<file path="config.mk">
export PLATFORM = sky130hd
export DESIGN_NAME = mdu_iterative
export DESIGN_NICKNAME = d
export VERILOG_FILES = /design/src/rtl/mdu_pkg.sv /design/src/rtl/mdu_step.sv /design/src/rtl/mdu_iterative.sv
export SDC_FILE = /design/constraint.sdc
export NUM_CORES = 1
export LEC_CHECK = 0
export CAP_MARGIN = 30
export CORE_MARGIN = 2
export CORE_UTILIZATION = 40
export CTS_CLUSTER_SIZE = 40
export DETAILED_ROUTE_END_ITERATION = 10
export PLACE_DENSITY_LB_ADDON = 0.15
export SLEW_MARGIN = 10
export SYNTH_ARGS = -nofsm -noshare
export SYNTH_HDL_FRONTEND = slang
export SYNTH_SLANG_ARGS = --single-unit
export TNS_END_PERCENT = 1
</file>
<file path="constraint.sdc">
create_clock -name clk -period 4.8 [get_ports clk]
set_input_delay 0.72 -clock clk [delete_from_list [all_inputs] [get_ports clk]]
set_output_delay 0.72 -clock clk [all_outputs]
set_load 0.01 [all_outputs]
</file>
<file path="src/rtl/mdu_pkg.sv">
// Shared definitions for the iterative multiply/divide unit: funct3 encodings,
// FSM states and operand-signedness helpers.
package mdu_pkg;

  typedef enum logic [2:0] {
    MDU_MUL    = 3'b000,
    MDU_MULH   = 3'b001,
    MDU_MULHSU = 3'b010,
    MDU_MULHU  = 3'b011,
    MDU_DIV    = 3'b100,
    MDU_DIVU   = 3'b101,
    MDU_REM    = 3'b110,
    MDU_REMU   = 3'b111
  } mdu_op_e;

  typedef enum logic [1:0] {
    S_IDLE,
    S_BUSY,
    S_DONE
  } mdu_state_e;

  function automatic logic is_div(input logic [2:0] op);
    return op[2];
  endfunction

  function automatic logic is_signed_a(input logic [2:0] op);
    return (op == MDU_MULH) || (op == MDU_MULHSU) || (op == MDU_DIV) || (op == MDU_REM);
  endfunction

  function automatic logic is_signed_b(input logic [2:0] op);
    return (op == MDU_MULH) || (op == MDU_DIV) || (op == MDU_REM);
  endfunction

endpackage

</file>
<file path="src/rtl/mdu_step.sv">
// One radix-2 iteration: shift-add for multiply, restoring trial-subtract for divide.
// The retained partial remainder is always below the divisor, so XLEN bits hold it.
module mdu_step #(
  parameter int XLEN = 32
) (
  input  logic            div_i,
  input  logic [XLEN-1:0] hi_i,
  input  logic [XLEN-1:0] lo_i,
  input  logic [XLEN-1:0] opnd_i,
  output logic [XLEN-1:0] hi_o,
  output logic [XLEN-1:0] lo_o
);

  logic [XLEN:0] sum;
  logic [XLEN:0] shifted;
  logic [XLEN:0] trial;

  always_comb begin
    sum     = {1'b0, hi_i} + {1'b0, opnd_i & {XLEN{lo_i[0]}}};
    shifted = {hi_i, lo_i[XLEN-1]};
    trial   = shifted - {1'b0, opnd_i};
    if (div_i) begin
      hi_o = trial[XLEN] ? shifted[XLEN-1:0] : trial[XLEN-1:0];
      lo_o = {lo_i[XLEN-2:0], ~trial[XLEN]};
    end else begin
      hi_o = sum[XLEN:1];
      lo_o = {sum[0], lo_i[XLEN-1:1]};
    end
  end

endmodule

</file>
<file path="src/rtl/mdu_iterative.sv">
// Iterative RV32M multiply/divide unit: operates on magnitudes, retires UNROLL
// bits per cycle and sign-corrects the result in the final iteration.
module mdu_iterative
  import mdu_pkg::*;
#(
  parameter int XLEN   = 32,
  parameter int UNROLL = 1
) (
  input  logic            clk,
  input  logic            rstn,
  input  logic            start,
  input  logic [2:0]      op,
  input  logic [XLEN-1:0] a,
  input  logic [XLEN-1:0] b,
  input  logic            flush,
  output logic            busy,
  output logic            done,
  output logic [XLEN-1:0] result
);

  localparam int N  = XLEN / UNROLL;
  localparam int CW = $clog2(N + 1);

  mdu_state_e      state_q;
  logic [CW-1:0]   cnt_q;
  logic [2:0]      op_q;
  logic            prod_neg_q;
  logic            rem_neg_q;
  logic [XLEN-1:0] hi_q;
  logic [XLEN-1:0] lo_q;
  logic [XLEN-1:0] opnd_q;
  logic            busy_q;
  logic            done_q;
  logic [XLEN-1:0] result_q;

  logic [UNROLL:0][XLEN-1:0] hi_c;
  logic [UNROLL:0][XLEN-1:0] lo_c;

  assign hi_c[0] = hi_q;
  assign lo_c[0] = lo_q;

  generate
    for (genvar gi = 0; gi < UNROLL; gi++) begin : g_step
      mdu_step #(.XLEN(XLEN)) u_step (
        .div_i (op_q[2]),
        .hi_i  (hi_c[gi]),
        .lo_i  (lo_c[gi]),
        .opnd_i(opnd_q),
        .hi_o  (hi_c[gi+1]),
        .lo_o  (lo_c[gi+1])
      );
    end
  endgenerate

  logic              sa_d;
  logic              sb_d;
  logic [XLEN-1:0]   mag_a_d;
  logic [XLEN-1:0]   mag_b_d;
  logic              div_zero_d;
  logic              div_ovf_d;
  logic [XLEN-1:0]   special_d;
  logic [2*XLEN-1:0] prod_d;
  logic [XLEN-1:0]   quot_d;
  logic [XLEN-1:0]   rem_d;
  logic [XLEN-1:0]   result_d;

  always_comb begin
    sa_d       = is_signed_a(op) & a[XLEN-1];
    sb_d       = is_signed_b(op) & b[XLEN-1];
    mag_a_d    = sa_d ? -a : a;
    mag_b_d    = sb_d ? -b : b;
    div_zero_d = is_div(op) && (b == '0);
    div_ovf_d  = is_div(op) && !op[0] && (a == {1'b1, {(XLEN-1){1'b0}}}) && (b == '1);
    // On signed overflow the quotient equals the dividend (MIN) and the remainder is zero.
    if (div_zero_d) special_d = op[1] ? a : '1;
    else            special_d = op[1] ? '0 : a;

    prod_d = {hi_c[UNROLL], lo_c[UNROLL]};
    if (prod_neg_q) prod_d = -prod_d;
    quot_d = prod_neg_q ? -lo_c[UNROLL] : lo_c[UNROLL];
    rem_d  = rem_neg_q  ? -hi_c[UNROLL] : hi_c[UNROLL];

    if (!op_q[2]) result_d = (op_q == MDU_MUL) ? prod_d[XLEN-1:0] : prod_d[2*XLEN-1:XLEN];
    else          result_d = op_q[1] ? rem_d : quot_d;
  end

  always_ff @(posedge clk or negedge rstn) begin
    if (!rstn) begin
      state_q    <= S_IDLE;
      cnt_q      <= '0;
      op_q       <= '0;
      prod_neg_q <= 1'b0;
      rem_neg_q  <= 1'b0;
      hi_q       <= '0;
      lo_q       <= '0;
      opnd_q     <= '0;
      busy_q     <= 1'b0;
      done_q     <= 1'b0;
      result_q   <= '0;
    end else if (flush) begin
      state_q <= S_IDLE;
      cnt_q   <= '0;
      busy_q  <= 1'b0;
      done_q  <= 1'b0;
    end else begin
      case (state_q)
        S_IDLE, S_DONE: begin
          state_q <= S_IDLE;
          busy_q  <= 1'b0;
          done_q  <= 1'b0;
          if (start) begin
            op_q       <= op;
            prod_neg_q <= sa_d ^ sb_d;
            rem_neg_q  <= sa_d;
            hi_q       <= '0;
            lo_q       <= is_div(op) ? mag_a_d : mag_b_d;
            opnd_q     <= is_div(op) ? mag_b_d : mag_a_d;
            if (div_zero_d || div_ovf_d) begin
              result_q <= special_d;
              done_q   <= 1'b1;
              state_q  <= S_DONE;
            end else begin
              cnt_q   <= CW'(N);
              busy_q  <= 1'b1;
              state_q <= S_BUSY;
            end
          end
        end
        S_BUSY: begin
          hi_q  <= hi_c[UNROLL];
          lo_q  <= lo_c[UNROLL];
          cnt_q <= cnt_q - 1'b1;
          if (cnt_q == CW'(1)) begin
            result_q <= result_d;
            done_q   <= 1'b1;
            busy_q   <= 1'b0;
            state_q  <= S_DONE;
          end
        end
        default: state_q <= S_IDLE;
      endcase
    end
  end

  assign busy   = busy_q;
  assign done   = done_q;
  assign result = result_q;

endmodule

</file>
==> impl_results.rst, run 1 <==
.. list-table::
   :header-rows: 1

   * - Metric
     - Value
   * - Relative max-transition margin
     - 0.3100
   * - Final ANT Viol Nets
     - 0
   * - Worst setup path startpoint
     - opnd_q[0]
   * - Detailed-route wire length
     - 75.56 mm
   * - Final Total Pwr
     - 14.72 mW
   * - Delay of the slowest cell on the worst path
     - 0.42 ns
   * - TritonCTS clock tree
     - yes
   * - Die W
     - 206.6 um
   * - Min-Delay Path Class
     - primary input to async pin
   * - Count of input and output buffers
     - 104
   * - Area Growth Syn to Fin
     - 27.82%
   * - Maximum clock frequency
     - 208.3 MHz
   * - Leading cell types by total area after synthesis
     - sky130_fd_sc_hd__dfrtp_1 22%, sky130_fd_sc_hd__o21ai_0 7.7%, sky130_fd_sc_hd__a21oi_1 6.6%, sky130_fd_sc_hd__nand2_1 6.2%, sky130_fd_sc_hd__xnor2_1 6.1%
   * - Setup Viol. Count Final
     - 1
   * - Area share of the leading cell type in the synthesized netlist
     - 0.2180
   * - Worst reg2reg path depth
     - 20
   * - Number of flops mapped to enable cells by yosys
     - 0
   * - Number of DRC violations after detailed-routing iteration 0
     - 1860
   * - Worst R2R Setup Slack
     - -0.0003 ns
   * - Share of cells above drive strength 1
     - 0.1792
   * - Placeable core region
     - 40650 um2
   * - Standard-cell row count
     - 74
   * - Worst Clk Skew
     - 0.009868 ns
   * - Die Footprint
     - 42680 um2
   * - Synth top cells by count
     - 272 x sky130_fd_sc_hd__nand2_1, 253 x sky130_fd_sc_hd__o21ai_0, 218 x sky130_fd_sc_hd__a21oi_1
   * - Weighted congestion at the end of routability-driven global placement
     - 0.9817
   * - CP Launch Type
     - flip-flop
   * - Smallest setup slack after layout
     - -0.0003340 ns
   * - Detailed-router iteration count before antenna repair
     - 5
   * - Clk Tree Root Cell
     - sky130_fd_sc_hd__clkbuf_16
   * - RSZ-0062 raised after global routing
     - yes
   * - Maximum level of the CTS H-tree
     - 4
   * - Final-report hold violation count
     - 0
   * - Routed wire per std cell
     - 24.03 um
   * - Starting utilization of the core area
     - 0.4039
   * - Static leakage
     - 8.793 nW
   * - Multi-input logic area
     - 12210 um2
   * - Number of buffers created by CTS
     - 17
   * - Worst VDD drop
     - 0.3202 mV
   * - Launch point of the worst reg-to-reg path
     - opnd_q[0]
   * - Kind of capture point of the worst setup path
     - flip-flop
   * - Via-to-Cell Ratio
     - 6.105
   * - Most area-hungry cell type in the Yosys netlist
     - sky130_fd_sc_hd__dfrtp_1
   * - Slew @ Worst Pin
     - 1.024 ns
   * - TritonCTS sink count
     - 143
   * - Remaining global-route overflow
     - 0
   * - Critical register-to-register path endpoint
     - result[30]
   * - Sequential cell area
     - 3582 um2
   * - Critical path peak fanout
     - 4
   * - Post-synthesis sequential area ratio
     - 0.2180
   * - Count of unique library cells instantiated by Yosys
     - 102
   * - GRT Resource Usage Total
     - 0.3551
   * - Syn Nets
     - 2427
   * - First-pass GRT wire length
     - 113.2 mm
   * - Via count of the first global-routing pass
     - 18500
   * - Estimated wirelength of the detail-placed design
     - 60.66 mm
   * - Count of synthesis-stage warnings from yosys
     - 0
   * - Predominant post-synthesis flop cell
     - sky130_fd_sc_hd__dfrtp_1
   * - Share of flip-flops with an asynchronous set or reset after synthesis
     - 1.000
   * - Post-CTS Hold Fix Bufs
     - 0
   * - Pre-CTS setup slack
     - -0.1660 ns
   * - Post-route setup TNS
     - -0.0003340 ns
   * - Period minus WS final
     - 4.800 ns
   * - Library cell with the highest instance count after synthesis
     - sky130_fd_sc_hd__nand2_1
   * - Final core utilization
     - 0.5163
   * - Average cell area after synthesis
     - 7.191 um2
   * - Number of instances in the synthesized netlist
     - 2283
   * - Clk pin slew, worst setup/hold paths
     - 0.07 ns
   * - Required time of the critical path
     - 5.15 ns
   * - Chain of cells forming the critical path
     - ha_4, inv_2, fa_2, a211oi_4, o211ai_2, nand3_2, a211o_4, mux2i_4, a22oi_2, ha_2, nand2_2, or2_4, or3_4, or2_4, or2_4, or3_4, or4_4, mux2i_1, o311a_1, o21ai_1
   * - Flops & latches, synth
     - 143
   * - Cell area after technology mapping
     - 16420 um2
   * - Top-Level Pins
     - 105
   * - Data arrival time of the critical path
     - 5.15 ns
   * - Net total in the final layout
     - 2744
   * - Max-cap check violation count
     - 0
   * - Antenna violations before repair
     - 5
   * - Result of the run
     - complete, but fails checks
   * - Most used cell, CP
     - sky130_fd_sc_hd__or2_4
   * - Die height
     - 206.6 um
   * - Portion of the clock cycle consumed by the worst path in the final layout
     - 1.000
   * - Layout fillers
     - 4085
   * - Violated checks
     - setup timing
   * - Clock network latency to the later pin of the worst-skew pair
     - 0.46 ns
   * - Vias
     - 19200
   * - Residual DRC count
     - 0
   * - Max Buffers Root-to-Sink
     - 2
   * - Areal power density over the cells
     - 701.4 nW/um2
   * - Number of diodes
     - 0
   * - Worst path slowest cell
     - sky130_fd_sc_hd__or4_4
   * - Category of the most critical setup path
     - flip-flop to flip-flop
   * - Slew Viols, Final
     - 0
   * - Largest net degree at the start of global routing
     - 90
## cell families (layout without fill, tap and decap cells)
| family | count (synthesis) | count (layout) | share of synthesized area |
|---|---|---|---|
| AOI/OAI and AO/OA | 820 | 820 | 0.3132 |
| and+or+nand+nor | 800 | 800 | 0.2317 |
| buffers and inverters | 223 | 552 | 0.05541 |
| xor gates and xnor gates | 171 | 171 | 0.09123 |
| DFF | 143 | 143 | 0.2180 |
| adders and majority gates | 73 | 73 | 0.05655 |
| muxes | 53 | 53 | 0.03391 |
## stage by stage
stage                     cell area (um2)  std cells  hold WS [ns]
final                               20980       3144        0.2644
after detailed placement            20060       3103        0.4742
after global placement              20030       3101        0.4629
after floorplan                     16450       2283        0.4244
after global routing                20980       3144        0.3176
after CTS                           20750       3139        0.2883
## timing repair
action	4_1_cts	5_1_grt
gates resized for setup	13	46
cloned	0	0
setup endpoints to repair	9	24
pin swaps	9	21
hold endpoints to repair	0	0
buffers inserted	5	4
## critical path: cells and delay by family, from the launching register on
| family | cells | cell delay (ns) |
|---|---|---|
| simple gates | 8 | 2.12 |
| flops | 1 | 0.41 |
| fa+ha+maj | 3 | 0.63 |
| buf+inv | 1 | 0.05 |
| compound gates | 6 | 1.10 |
| mux | 2 | 0.37 |
## layout make-up
cell class	count	area share
multi-input combinational	1917	0.5821
sequential	143	0.1707
clock inverter	14	0.008586
timing repair buffer	434	0.1711
inverter	87	0.01556
clock buffer	17	0.02027
tap	532	0.03172
## routing by layer
metal	GRT usage	share of wire	vias up
met5	0	0	-
met4	0.1694	0.050	0
met3	0.05918	0.074	169
met2	0.5762	0.46	845
met1	0.4594	0.42	9222
li1	-	-	8959
## worst max-delay path by stage
stage            endpoint  cells past startpoint
5_1_grt        result[31]                     17
3_5_place_dp   result[28]                     22
6_report       result[30]                     20
3_3_place_gp   result[30]                     21
2_1_floorplan  result[28]                     23
4_1_cts        result[31]                     17
## layout by cell type, fill, tap and decap left out, drive strengths merged, types with 7 or more instances in the layout
master / instances
a211o: 9
a211oi: 32
a21boi: 10
a21o: 28
a21oi: 220
a22o: 17
a22oi: 8
a31oi: 26
and2: 45
and3: 25
buf: 331
clkbuf: 18
clkdlybuf4s50: 102
dfrtp: 143
ha: 71
inv: 92
mux2: 8
mux2i: 45
nand2: 273
nand2b: 16
nand3: 45
nand4: 40
nor2: 203
nor2b: 12
nor3: 53
nor4: 17
o2111ai: 7
o211ai: 35
o21a: 14
o21ai: 275
o21bai: 7
o221ai: 10
o22ai: 10
o31ai: 31
o41ai: 13
or2: 15
or3: 19
or4: 13
xnor2: 115
xor2: 56
## flip-flops by register name, summed over array words and instances (netlist names)
register	cells
prod_neg_q	1
cnt_q	6
rem_neg_q	1
result	32
state_q	2
done	1
lo_q	32
hi_q	32
opnd_q	32
busy	1
op_q	3
## power breakdown
group | total, mW | switching [mW] | internal (mW)
combinational | 11.2 | 6.55 | 4.64
sequential | 2.06 | 0.437 | 1.63
clock | 1.46 | 0.640 | 0.825
(Power assumes the default switching activity.)
==> inputs of run 2 (changes only) <==
Clock period 4.8 ns to 4 ns, I/O delays scaled along.
==> run 2 against run 1 <==
Against the previous run:
- the run still ends with setup timing left
- first-iteration DRC count is 6.3% higher
- global-route usage is 0.53 points higher
- critical path depth is 1 lower
- utilization is 5.6 points higher
- hold slack better by 0.24 ns
- final area is 11% higher
- worst setup slack worse by 0.75 ns
- via count is 5.1% higher
- routed wire length is 1.7% higher
- power is 33% higher
- non-clock buffer count is 268 higher
==> impl_results.rst, run 2 (synthesis gave the netlist of run 1 again) <==
.. list-table::
   :header-rows: 1

   * - Metric
     - Value
   * - Smallest setup slack after layout
     - -0.7534 ns
   * - Critical path peak fanout
     - 8
   * - Maximum clock frequency
     - 210.4 MHz
   * - Slew @ Worst Pin
     - 1.023 ns
   * - Net total in the final layout
     - 3012
   * - Routed length on met2
     - 35.47 mm
   * - Category of the most critical setup path
     - flip-flop to flip-flop
   * - Clk pin slew, worst setup/hold paths
     - 0.07 ns
   * - Die W
     - 206.6 um
   * - Detailed-route wire length
     - 76.86 mm
   * - First-pass GRT wire length
     - 115.7 mm
   * - Clk Tree Root Cell
     - sky130_fd_sc_hd__clkbuf_16
   * - Final core utilization
     - 0.5719
   * - Max Buffers Root-to-Sink
     - 2
   * - RSZ-0062 raised after global routing
     - yes
   * - Violated checks
     - setup timing
   * - Most frequent standard cell in the layout excluding fill and tap cells
     - sky130_fd_sc_hd__buf_4
   * - Areal power density over the cells
     - 840.3 nW/um2
   * - Largest net degree at the start of global routing
     - 88
   * - Count of input and output buffers
     - 104
   * - Maximum level of the CTS H-tree
     - 4
   * - Chain of cells forming the critical path
     - inv_2, ha_2, inv_2, fa_2, a211oi_4, o211ai_2, nand3_2, a211o_4, buf_4, mux2_4, buf_4, or4b_1, a21oi_2, o2111ai_4, or3_4, or4_4, mux2i_1, o311a_1, o21ai_1
   * - Worst VDD drop
     - 0.4465 mV
   * - Slew Viols, Final
     - 0
   * - Starting utilization of the core area
     - 0.4039
   * - Die Footprint
     - 42680 um2
   * - Data arrival time of the critical path
     - 5.10 ns
   * - Placeable core region
     - 40650 um2
   * - Antenna violations before repair
     - 4
   * - Number of DRC violations after detailed-routing iteration 0
     - 1978
   * - Final ANT Viol Nets
     - 0
   * - Worst R2R Setup Slack
     - -0.75 ns
   * - Portion of the clock cycle consumed by the worst path in the final layout
     - 1.188
   * - Final-report hold violation count
     - 0
   * - Top-Level Pins
     - 105
   * - Highest signal layer in the routed design
     - met4
   * - Static leakage
     - 10.13 nW
   * - Area Growth Syn to Fin
     - 41.60%
   * - Internal power
     - 9.890 mW
   * - Critical register-to-register path endpoint
     - result[30]
   * - Layout fillers
     - 3909
   * - CP endpoint
     - result[30]
   * - Setup Viol. Count Final
     - 32
   * - Weighted congestion at the end of routability-driven global placement
     - 1.018
   * - Worst path slowest cell
     - sky130_fd_sc_hd__or4b_1
   * - Worst setup path startpoint
     - lo_q[31]
   * - TritonCTS sink count
     - 143
   * - Total routed wire length on the met1 layer
     - 31.65 mm
   * - CP Launch Type
     - flip-flop
   * - Die height
     - 206.6 um
   * - Sequential cell area
     - 3582 um2
   * - Number of buffers created by CTS
     - 17
   * - Relative max-transition margin
     - 0.3178
   * - Via count of the first global-routing pass
     - 19730
   * - Area after DPL
     - 22050 um2
   * - Via-to-Cell Ratio
     - 5.912
   * - Detailed-router iteration count before antenna repair
     - 6
   * - Final Total Pwr
     - 19.53 mW
   * - Min-Delay Path Class
     - flip-flop to flip-flop
   * - Part of the power in combinational logic
     - 0.787
   * - GRT Resource Usage Total
     - 0.3604
   * - Switching power summed over all nets
     - 9.643 mW
   * - Worst reg2reg path depth
     - 19
   * - Delay of the slowest cell on the worst path
     - 0.52 ns
   * - Wire length on met3
     - 5.689 mm
   * - Result of the run
     - complete, but fails checks
   * - Standard-cell row count
     - 74
   * - Max-cap check violation count
     - 0
   * - Vias
     - 20180
   * - Clock Power Share
     - 0.089
   * - Routed wire per std cell
     - 22.51 um
   * - Top library cells by usage in the layout, fill and taps aside
     - 588 x sky130_fd_sc_hd__buf_4, 270 x sky130_fd_sc_hd__nand2_1, 235 x sky130_fd_sc_hd__o21ai_0
   * - Worst Clk Skew
     - 0.01999 ns
   * - Share of total power consumed by net switching
     - 0.4937
   * - Share of cells above drive strength 1
     - 0.2714
   * - Design Area, Final
     - 23250 um2
   * - TritonCTS clock tree
     - yes
   * - Kind of capture point of the worst setup path
     - flip-flop
   * - Multi-input logic area
     - 12440 um2
   * - Required time of the critical path
     - 4.35 ns
   * - Period minus WS final
     - 4.753 ns
   * - Launch point of the worst reg-to-reg path
     - lo_q[31]
   * - Power share of the sequential group
     - 0.125
   * - Estimated wirelength of the detail-placed design
     - 62.30 mm
   * - Residual DRC count
     - 0
   * - Clock network latency to the later pin of the worst-skew pair
     - 0.46 ns
   * - Remaining global-route overflow
     - 0
==> run 2: area by class of cell <==
cell class,count,area share
Antenna cell,1,0.0001076
Clock inverter,13,0.006997
Tap cell,532,0.02863
Multi-Input combinational cell,1917,0.5353
Inverter,87,0.01405
Timing Repair Buffer,702,0.2418
Clock buffer,19,0.01905
Sequential cell,143,0.1541
==> run 2: per-stage QoR <==
stage                     std cells  TNS [ns]  hold slack, ns  setup slack (ns)
after detailed placement       3370    -21.83          0.4854           -0.9479
after CTS                      3408    -15.07          0.2731           -0.7778
after global placement         3370    -19.59          0.4772           -0.8393
after floorplan                2283    -7.384          0.3044           -0.7967
final                          3414    -14.92          0.5006           -0.7534
after global routing           3413    -22.21          0.5318           -0.9554
==> run 2: routing by layer <==
metal / vias up / track usage
li1: 9514 / -
met1: 9578 / 0.4541
met2: 880 / 0.5985
met3: 210 / 0.05604
met4: 0 / 0.1816
met5: - / 0
==> run 2: power groups by stage <==
stage,registers (mW),logic (mW),clock network (mW)
3_5_place_dp,2.45,14.2,0
5_1_grt,2.49,16.4,1.80
2_1_floorplan,2.42,7.31,0
6_report,2.44,15.4,1.73
3_3_place_gp,2.44,14.1,0
4_1_cts,2.43,14.7,1.75
==> run 2: how the worst min path moves through the flow <==
stage / from / endpoint / slack [ns] / depth (start not counted)
2_1_floorplan: rstn / busy / 0.30 / 0
3_3_place_gp: result[2] / result[2] / 0.48 / 2
3_5_place_dp: result[3] / result[3] / 0.49 / 1
4_1_cts: rstn / opnd_q[17] / 0.27 / 1
5_1_grt: cnt_q[1] / cnt_q[1] / 0.53 / 2
6_report: result[1] / result[1] / 0.50 / 2
==> run 2: what timing repair did <==
action                                  4_1_cts  5_1_grt
hold buffers                                  0        1
endpoints found under the setup margin       33       36
cloned                                        0        0
gates resized for setup                      75       52
hold endpoints to repair                      0        5
pin swaps                                    34       23
buffers inserted                              6        3
==> run 2: worst max-delay path: cells and delay by family, from the launching register on <==
| kind | cells | cell delay, ns |
|---|---|---|
| simple gates | 4 | 1.52 |
| compound gates | 7 | 1.21 |
| fa+ha+maj | 2 | 0.60 |
| mux | 2 | 0.52 |
| buf+inv | 4 | 0.40 |
| flops | 1 | 0.39 |
